--- config.mk ---
export PLATFORM = sky130hd
export DESIGN_NAME = regfile_mp
export DESIGN_NICKNAME = d
export VERILOG_FILES = /design/src/rtl/regfile_pkg.sv /design/src/rtl/regfile_entry.sv /design/src/rtl/regfile_mp.sv
export SDC_FILE = /design/constraint.sdc
export NUM_CORES = 1
export LEC_CHECK = 0
export ABC_AREA = 1
export CAP_MARGIN = 15
export CORE_UTILIZATION = 35
export CTS_CLUSTER_SIZE = 20
export DETAILED_ROUTE_END_ITERATION = 10
export SETUP_SLACK_MARGIN = 0.4
export SYNTH_ARGS = -nofsm -noshare
export SYNTH_HDL_FRONTEND = slang
export SYNTH_SLANG_ARGS = --single-unit
--- constraint.sdc ---
create_clock -name clk -period 1.65 [get_ports clk]
set_clock_uncertainty 0.1 [all_clocks]
set_input_delay 0.33 -clock clk [delete_from_list [all_inputs] [get_ports clk]]
set_output_delay 0.33 -clock clk [all_outputs]
set_load 0.02 [all_outputs]
--- src/rtl/regfile_pkg.sv ---
// Shared constants and index type for the multi-port register file.
package regfile_pkg;

    localparam int REGFILE_N     = 16;
    localparam int REGFILE_DEPTH = 8;

    typedef logic [$clog2(REGFILE_DEPTH)-1:0] reg_idx_t;

endpackage

--- src/rtl/regfile_entry.sv ---
// One storage word: load-enable register with synchronous active-low reset.
module regfile_entry #(
    parameter int             N         = 16,
    parameter logic [N-1:0]   RESET_VAL = '0
) (
    input  logic         clk,
    input  logic         rst_n,
    input  logic         load,
    input  logic [N-1:0] d,
    output logic [N-1:0] q
);

    always_ff @(posedge clk) begin
        if (!rst_n) begin
            q <= RESET_VAL;
        end else if (load) begin
            q <= d;
        end
    end

endmodule

--- src/rtl/regfile_mp.sv ---
// Parametrised 2-read/1-write register file with per-register busy scoreboard.
// Optional same-cycle write-to-read forwarding is enabled by REGFILE_BYPASS_EN.
module regfile_mp
    import regfile_pkg::*;
#(
    parameter int           N         = REGFILE_N,
    parameter int           DEPTH     = REGFILE_DEPTH,
    parameter logic [N-1:0] RESET_VAL = '0,
    localparam int          AW        = $clog2(DEPTH)
) (
    input  logic          clk,
    input  logic          rst_n,
    input  logic [N-1:0]  data_in,
    input  logic [AW-1:0] writenum,
    input  logic          write,
    input  logic [AW-1:0] readnum_a,
    output logic [N-1:0]  data_out_a,
    output logic          busy_a,
    input  logic [AW-1:0] readnum_b,
    output logic [N-1:0]  data_out_b,
    output logic          busy_b,
    input  logic          rsv,
    input  logic [AW-1:0] rsvnum,
    output logic          rsv_err,
    output logic          any_busy
);

    logic [N-1:0]     regs [DEPTH];
    logic [DEPTH-1:0] busy;
    logic [DEPTH-1:0] busy_next;
    logic             rsv_err_next;

    for (genvar i = 0; i < DEPTH; i++) begin : g_entry
        regfile_entry #(
            .N         (N),
            .RESET_VAL (RESET_VAL)
        ) u_entry (
            .clk   (clk),
            .rst_n (rst_n),
            .load  (write && (writenum == AW'(i))),
            .d     (data_in),
            .q     (regs[i])
        );
    end

    // A write releases its destination; a reserve in the same cycle re-claims it,
    // so the reserve is only an error when the register stays held.
    always_comb begin
        busy_next = busy;
        if (write) begin
            busy_next[writenum] = 1'b0;
        end
        if (rsv) begin
            busy_next[rsvnum] = 1'b1;
        end
        rsv_err_next = rsv && busy[rsvnum] && !(write && (writenum == rsvnum));
    end

    always_ff @(posedge clk) begin
        if (!rst_n) begin
            busy    <= '0;
            rsv_err <= 1'b0;
        end else begin
            busy    <= busy_next;
            rsv_err <= rsv_err_next;
        end
    end

    assign any_busy = |busy;

`ifdef REGFILE_BYPASS_EN
    logic fwd_a;
    logic fwd_b;

    assign fwd_a = write && (writenum == readnum_a);
    assign fwd_b = write && (writenum == readnum_b);

    // Forwarded ports show the post-edge view of both data and busy.
    always_comb begin
        data_out_a = fwd_a ? data_in : regs[readnum_a];
        data_out_b = fwd_b ? data_in : regs[readnum_b];
        busy_a     = fwd_a ? (rsv && (rsvnum == readnum_a)) : busy[readnum_a];
        busy_b     = fwd_b ? (rsv && (rsvnum == readnum_b)) : busy[readnum_b];
    end
`else
    always_comb begin
        data_out_a = regs[readnum_a];
        data_out_b = regs[readnum_b];
        busy_a     = busy[readnum_a];
        busy_b     = busy[readnum_b];
    end
`endif

endmodule
==> summary.md <==
| Metric | Value |
|---|---|
| Internal | `between 6 and 7 mW` |
| Inserted Clock Buffers | `17` |
| Synth Area per Inst | `6.46 µm²` |
| Logic pwr share | `between 10% and 20%` |
| Top post-synthesis cells by area | `dfxtp_1, nand2_1, o211ai_1` |
| Worst hold path class | `in -> reg` |
| Area delta synth->final | `38.5%` |
| Family with the most delay on the worst path | `flip-flops` |
| Critical path depth in cells | `5` |
| RePlAce Congestion | `0.863` |
| Yosys warns | `0` |
| CTS clk-pin slew, worst paths | `approximately 0.060 ns` |
| CTS tree | `built` |
| Cell with the most instances after synthesis | `nand2_1` |
| Failing checks | `design-rule violations, negative setup slack` |
| Core Util, Final | `between 40% and 50%` |
| TritonRoute pass-1 iters | `8` |
| Max-slew violations | `0` |
| Antenna violations before repair | `1` |
| Cells on worst reg2reg path | `8` |
| CP Launch Type | `flip-flop` |
| Vias in the first global route | `approximately 7400` |
| Hold Slack | `between 0.15 and 0.2 ns` |
| Critical path origin | `g_entry[6].u_entry.q[3]` |
| Largest net degree at the start of global routing | `95` |
| Reg-to-reg endpoint | `rsv_err` |
| LEAKAGE | `roughly 4.6 nW` |
| Post-synth ARST share | `0%` |
| Crit path to | `data_out_b[3]` |
| Final setup viols | `35` |
| Die area | `around 22000 µm²` |
| Min Clock Period, post-route | `between 1.5 and 2 ns` |
| Final worst slack | `-0.141 ns` |
| Outcome | `finished with violations` |
| Worst-margin pin slew | `around 0.41 ns` |
| NetSw | `2.68 mW` |
| CP endpoint kind | `primary output` |
| Final Hold Viols | `0` |
| Largest area contributor in the netlist | `dfxtp_1` |
| Vias | `around 8100` |
| Post-synth cell types | `21` |
| Post-Synth Adder-Cell Area | `0%` |
| Mux cell area share after synthesis | `0%` |
| Syn Nets | `approximately 1200` |
| Most frequent cells after synthesis | `nand2_1, nor2_1, dfxtp_1, o211ai_1, o21ai_0` |
| Hold-fix buffers at CTS | `0` |
| Via-to-Cell Ratio | `a little over 5` |
| Post-route ant nets | `0` |
| Xor/xnor cell area share of the yosys netlist | `0%` |
| Slew margin rel. | `between 70% and 80%` |
| Slowest cell delay on critical path | `0.33 ns` |
| WP data arrival | `1.36 ns` |
| GRT overflow | `0` |
| Required time of the critical path | `1.22 ns` |
| Share of layout cells above drive strength 1 | `31.3%` |
| Syn Std Cell Area | `~7500 µm²` |
| Post-Synthesis Cells | `roughly 1200` |
| RSZ-0062 raised after global routing | `yes` |
| Top FF cell, synth | `dfxtp_1` |
| Clock buffer depth | `2` |
| Sw Share | `between 20% and 30%` |
| Compound-Gate Fraction of Synth Area | `around 27%` |
| Synth Register Bits | `137` |
| First DRT Iteration DRCs | `between 600 and 700` |
| Power per Cell Area | `887 nW/µm²` |
| I/O Buffers | `67` |
| Crit share post-route | `109%` |
| Clock Latency Late Sink | `between 0.4 and 0.5 ns` |
| # IOs | `68` |
| GRT Total Usage | `24.6%` |
| Starting Density | `35.6%` |
| Max FO, Critical Path | `3` |
| Number of cell rows | `53` |
| First-pass GRT wire length | `41100 µm` |
| Slowest CP cell | `dfxtp_2` |
| Worst IR Drop VDD | `~0.00066 V` |
| Routed wire length | `roughly 26000 µm` |
| Setup TNS | `-2.46 ns` |
| Hpwl dp | `roughly 17000 µm` |
| # nets final | `roughly 1300` |
| # fillers | `~2100` |
| Yosys top cell area share | `~37%` |
| Routed wire length per instance | `approximately 16 µm` |
| H-tree level count | `4` |
| Fmax | `about 560 MHz` |
| Clock power share | `42.2%` |
| Seq pwr share | `38.3%` |
| R2r setup slk | `0.50 ns` |
| Simple-gate portion of the synthesized area | `between 20% and 30%` |
| CTS root buf | `clkbuf_16` |
| DRC violations left | `4` |
| Max-cap viol count | `0` |
| Die W | `between 100 and 150 µm` |
| CP bufs+invs | `1` |
| Worst r2r src | `busy[0]` |
| CP Class | `reg -> out` |
| Register area share after synthesis | `a little under two fifths` |
| Post-synth EDFFs | `0` |
| Clk sinks | `between 100 and 150` |
| Critical Path, Cell by Cell | `o211ai_1 -> nand2_1 -> nand2_2 -> nand2_2 -> buf_4` |
| Core footprint | `21000 µm²` |
| Most used cell, CP | `nand2_2` |
| Die extent in y | `148 µm` |
| Largest family of logic cells by synthesized area | `compound AO/OA/AOI/OAI gates` |
[how the worst min path moves through the flow]
stage	startpoint	end	slack, ns	depth (start not counted)
6_report	rsv	busy[6]	0.19	3
3_3_place_gp	busy[3]	busy[3]	0.35	2
3_5_place_dp	busy[3]	busy[3]	0.36	2
4_1_cts	rst_n	g_entry[4].u_entry.q[13]	0.33	4
5_1_grt	rsv	busy[6]	0.21	3
2_1_floorplan	busy[3]	busy[3]	0.34	2
[power groups by stage]
| stage | clock network, mW | logic (mW) | registers, mW |
|---|---|---|---|
| after floorplan | 0 | 0.965 | 3.54 |
| final | 3.86 | 1.79 | 3.51 |
| after CTS | 3.93 | 1.74 | 3.50 |
| after global placement | 0 | 1.65 | 3.56 |
| after detailed placement | 0 | 1.66 | 3.56 |
| after global routing | 4.05 | 1.95 | 3.52 |
[layout by cell type (no fill, tap or decap), types with 2 or more instances in the layout]
cell type,synthesis,final
a21oi_1,72,72
inv_4,0,2
dlygate4sd2_1,0,3
nand3_1,7,7
clkdlybuf4s50_1,0,17
dlymetal6s2s_1,0,3
o211ai_1,136,136
clkinv_4,0,3
clkbuf_2,6,3
o21ai_1,0,2
dfxtp_1,137,88
buf_2,31,2
buf_6,2,38
dfxtp_2,0,48
inv_2,4,70
bufinv_16,0,2
clkinvlp_4,0,3
buf_4,10,116
clkinv_2,0,4
o21ai_0,128,126
nand2_2,4,56
inv_1,85,16
nand2_1,349,293
nor2_4,1,2
clkbuf_16,0,17
inv_6,0,4
buf_12,0,24
nor2_2,2,5
nand2_4,0,3
nor2_1,138,134
[timing repair]
action | in CTS | in global routing
buffers inserted | 13 | 15
setup endpoints to repair | 170 | 144
cloned | 1 | 0
pin swaps | 82 | 52
resized for setup | 346 | 55
[cell type report]
| class | count | area, µm² | share of cell area [%] |
|---|---|---|---|
| clock inverters | 13 | 141 | 1.37 |
| clock buffers | 19 | 443 | 4.29 |
| multi-input cells | 839 | 4140 | 40.1 |
| repair buffers | 207 | 2070 | 20.1 |
| well taps | 275 | 344 | 3.33 |
| flip-flops and latches | 137 | 2810 | 27.2 |
| diodes | 1 | 2.50 | 0.0242 |
| inverters | 93 | 373 | 3.61 |
[state kept, by name (all words and copies together), names as in the netlist]
register and cells:
busy 8, g_entry.u_entry.q 128, rsv_err 1
[routing by layer]
metal	global-route usage, %	wire length [µm]	vias up
met1	32.8	12100	3718
li1	-	-	4113
met2	39.9	12000	237
met5	0	0	-
met3	4.57	1470	41
met4	8.04	496	0
[worst min-delay path, stage by stage]
cell            delay [ns]
dlymetal6s2s_1        0.18
nand3_1               0.10
a21oi_1               0.06
[per-stage QoR]
| step | instance area, µm² | total power [mW] | setup WS [ns] | instances |
|---|---|---|---|---|
| after floorplan | 7640 | 4.51 | 0.144 | 1154 |
| after global placement | 9250 | 5.21 | -0.887 | 1522 |
| after detailed placement | 9250 | 5.22 | -0.892 | 1522 |
| after CTS | 10100 | 9.17 | -0.165 | 1568 |
| after global routing | 10300 | 9.52 | -0.221 | 1583 |
| final | 10300 | 9.16 | -0.141 | 1584 |
[cell families (layout without fill, tap and decap cells)]
logic type	Yosys count	count (layout)
DFF	137	137
and+or+nand+nor	503	503
buffers and inverters	178	332
AOI/OAI and AO/OA	336	336
other	0	1
Power figures use the tool's default switching activity.
==> RTL change 1 (config.mk and constraints unchanged) <==
Add a define of `REGFILE_BYPASS_EN`.
--- a/src/rtl/regfile_mp.sv
+++ b/src/rtl/regfile_mp.sv
@@ -2,2 +2,4 @@
 // Optional same-cycle write-to-read forwarding is enabled by REGFILE_BYPASS_EN.
+`define REGFILE_BYPASS_EN
+
 module regfile_mp
Check against the original RTL: not equivalent (a bounded check fails within 4 cycles, from zero or initial values and one cycle with rst_n low).
==> RTL change 1 against the original RTL <==
The run ends with setup timing left; sequential cell count did not move; core utilization grew 9.8 points; critical path depth up 5; maximum frequency fell by 2.1%; worst setup slack lost 0.039 ns; wire length up 35%; first-iteration DRC count is 56% higher; highest routed layer unchanged; synthesized area up 8.9%; clock power increased by 12%; power grew 17%; critical path type is now input pin to output pin; cell area increased by 30%.
==> RTL change 1: results <==
group,metric,value,unit
detailed_routing,met1Wirelength,14500,µm
timing,setup-violations-final,35,
worst_setup_path,reg2reg_from,"busy[6]$_SDFF_PN0_",
final_layout,n_fill_cell,1952,
final_layout,inverters_excl_clock,161,
power,peakVddDrop,0.000646,V
status,violations,"setup timing",
detailed_routing,wl_met2,16400,µm
worst_setup_path,r2r_cells,6,
timing,worst_pin_slew,0.486,ns
detailed_routing,routed_wl,35200,µm
status,status,"finished with violations",
grt,grt_pass1_vias,9379,
grt,grt_max_degree,48,
final_layout,n_all_buffers,302,
worst_setup_path,cpLargestDelayFamily,"buffers and inverters",
power,p_leak,0.00628,µW
detailed_routing,dr_wl_met3,3210,µm
grt,grtUsageMet1,0.381,
final_layout,multi_input_area_share,0.422,
synth,synth_commonest_cells,"nand2_1 (407), nand3_1 (243), inv_1 (149)",
placed_design,dp_hpwl,20300,µm
detailed_routing,avgViaCountPerCell,5.41,
min_path,min_from,"rst_n",
worst_setup_path,crit_path_max_fanout,21,
grt,antenna_found_initial,0,
grt,gr-usage-all-layers,0.284,
min_path,hold_end,"g_entry[5].u_entry.q[4]$_SDFFE_PN0P_",
grt,grt_use_met3,0.0530,
grt,grtUsageMet2,0.457,
timing,setup_ws,-0.180,ns
final_layout,nMultiInputCombCells,946,
power,clkPwrFrac,0.406,
grt,grt_pass1_wl,52300,µm
worst_setup_path,max_stage_delay,0.16,ns
timing,setup_tns,-4.83,ns
placed_design,gp_congestion,0.894,
worst_setup_path,arrival,1.40,ns
final_layout,regArea,2850,µm²
synth,yosys.cell_types.count,19,
-- RTL change 1: kinds of logic after synthesis --
logic type             count (synthesis)  share of synthesized area
buffers and inverters                269                      0.140
flip-flops                           137                      0.338
AO/OA/AOI/OAI                        270                      0.168
AND/OR/NAND/NOR                      676                      0.355
-- RTL change 1: repair_timing --
action / CTS / global route
setup buffers: 15 / 14
cloned: 8 / 3
gates resized for setup: 491 / 345
pin swaps: 88 / 113
setup endpoints to repair: 173 / 57
-- RTL change 1: worst min-delay path, delay by kind of cell --
family,cells,cell delay (ns)
buf+inv,2,0.29
compound gates,2,0.13
-- RTL change 1: stage by stage --
| stage | total power, µW | std cells | area, µm² | util |
|---|---|---|---|---|
| floorplan | 4780 | 1352 | 8410 | - |
| global placement | 5720 | 1791 | 10600 | 0.465 |
| detailed placement | 5740 | 1791 | 10600 | 0.465 |
| CTS | 10400 | 1846 | 12200 | 0.538 |
| global route | 11100 | 1863 | 13400 | 0.590 |
| finish | 10700 | 1864 | 13400 | 0.591 |
==> RTL change 2 (same flow settings) <==
Without the edit above. Reset style: asynchronous (`rst_n`), changed in 2 clocked blocks. Comments in the files are not updated.
--- a/src/rtl/regfile_entry.sv
+++ b/src/rtl/regfile_entry.sv
@@ -12,3 +12,3 @@
 
-    always_ff @(posedge clk) begin
+    always_ff @(posedge clk or negedge rst_n) begin
         if (!rst_n) begin
--- a/src/rtl/regfile_mp.sv
+++ b/src/rtl/regfile_mp.sv
@@ -58,3 +58,3 @@
 
-    always_ff @(posedge clk) begin
+    always_ff @(posedge clk or negedge rst_n) begin
         if (!rst_n) begin
Function: differs if rst_n is asserted again (counterexample within 4 cycles, from zero or initial values and one cycle with rst_n low); with rst_n held inactive, the same outputs for 4 cycles.
==> RTL change 2 against the original RTL <==
The run ends with setup timing left; critical path type unchanged; critical endpoint is now busy_a; power increased by 27%; combinational power rose by 81%; wire length is 0.39% higher; sequential cell count unchanged; cell area grew 2.8%; synthesized area grew 4.1%; worst setup slack got worse by 0.11 ns; critical path depth up 2.
==> RTL change 2: results <==
group,metric,value,unit
synth,synthTopCellsByArea,"dfrtp_1 (44%), nand2_1 (23%), o211ai_1 (13%), o21ai_0 (8.5%), inv_1 (4.7%)",
synth,yosys.cell_types.count,20,
timing,max_slew_margin,0.749,
synth,yosys_warnings,0,
detailed_routing,dr.pass1.iters,5,
worst_setup_path,startpoint,"busy[5]$_DFF_PN0_",
grt,grt_max_degree,40,
cts,cts_inserted_buffers,17,
final_layout,insertedDiodeCount,0,
worst_setup_path,crit_path_max_fanout,3,
worst_setup_path,r2r_end,"rsv_err$_DFF_PN0_",
status,status,"finished with violations",
grt,gr-usage-all-layers,0.244,
synth,synth_top_cell_by_area,"dfrtp_1",
power,p_leak,0.00529,µW
cts,htreeDepth,4,
final_layout,final_cells,1498,
worst_setup_path,r2r_cells,8,
final_layout,layout.nets,1237,
timing,setup_ws,-0.248,ns
synth,synth-async-reset-ratio,1.00,
cts,clk_pin_slew_worst_paths,0.07,ns
detailed_routing,vias,7778,
timing,worst_hold_slack,0.263,ns
placed_design,place_ws,-0.940,ns
synth,syn_inst,1080,
synth,ys_seq_area_frac,0.442,
timing,setup-violations-final,35,
final_layout,reg_top3,"g_entry.u_entry.q: 128 flops, busy: 8 flops, rsv_err: 1 flops",
grt,antenna_found_initial,0,
synth,synth_commonest_cells,"nand2_1 (473), dfrtp_1 (137), o211ai_1 (136)",
run,maxCapViolCount,0,
placed_design,io_buffers,67,
detailed_routing,wl_per_cell,17.5,µm
worst_setup_path,reg2reg_from,"busy[1]$_DFF_PN0_",
cts,clk_path_buf_depth,2,
power,peakVddDrop,0.000563,V
grt,grt_pass1_wl,41500,µm
grt,grtUsageMet1,0.322,
detailed_routing,drtIter0Drc,539,
grt,grtUsageMet2,0.395,
placed_design,dp_cells,1433,
placed_design,dp_hpwl,16500,µm
cts,clkLatencyLatePin,0.44,ns
final_layout,drive_above_1_share,0.256,
cts,cts-root-buf,"clkbuf_16",
worst_setup_path,r2r_slack,0.38,ns
status,violations,"setup timing",
grt,grt_pass1_vias,7513,
grt,grt_use_met3,0.0386,
timing,setup_tns,-5.79,ns
placed_design,gp_congestion,0.861,
min_path,hp-class,"input pin to async pin",
-- RTL change 2: cell families (layout without fill, tap and decap cells) --
logic type             after synthesis  in the layout  synth area share
buffers and inverters              178            316            0.0968
flip-flops                         137            137             0.442
AND/OR/NAND/NOR                    493            493             0.242
AO/OA/AOI/OAI                      272            272             0.219
-- RTL change 2: worst max-delay path, cell delays in order, from the launching register on --
cell and delay [ns]:
dfrtp_1 0.43, inv_2 0.11, nand2_2 0.05, o211ai_1 0.07, nand2_1 0.08, nand2_1 0.08
nand2_2 0.08, buf_6 0.13
-- RTL change 2: metal layers --
layer | up-vias | share of wire
li1 | 3779 | -
met1 | 3675 | 0.45
met2 | 271 | 0.46
met3 | 53 | 0.057
met4 | 0 | 0.031
met5 | - | 0
-- RTL change 2: area by class of cell --
cell class | count | area, µm²
Sequential cell | 137 | 3430
Timing Repair Buffer | 181 | 2050
Clock buffer | 17 | 425
Inverter | 103 | 403
Multi-Input combinational cell | 765 | 3780
Tap cell | 280 | 350
Clock inverter | 15 | 174
Fill cell | 2111 | 11100
-- RTL change 2: worst max path at each step --
stage | slack, ns | endpoint
global placement | -0.93 | data_out_a[4]
floorplan | 0.14 | data_out_b[0]
global route | -0.36 | data_out_b[6]
detailed placement | -0.94 | data_out_a[3]
CTS | -0.23 | any_busy
finish | -0.25 | busy_a
-- RTL change 2: metrics by stage --
step           instance area [µm²]  power [µW]
6_report                     10600       11600
5_1_grt                      10600       12300
4_1_cts                      10400       11600
3_5_place_dp                  9480        7360
3_3_place_gp                  9480        7300
2_1_floorplan                 7950        6110
-- RTL change 2: repair_timing --
action	in CTS	in global routing
hold buffers	1	0
pin swaps	82	53
hold endpoints to repair	30	0
buffers inserted	17	11
gates cloned	4	0
endpoints found under the setup margin	173	87
resized for setup	279	50
-- RTL change 2: where the power goes --
part | internal, µW | switching (µW)
Sequential | 4000 | 486
Combinational | 1490 | 1750
Clock | 2170 | 1740
Total | 7660 | 3980
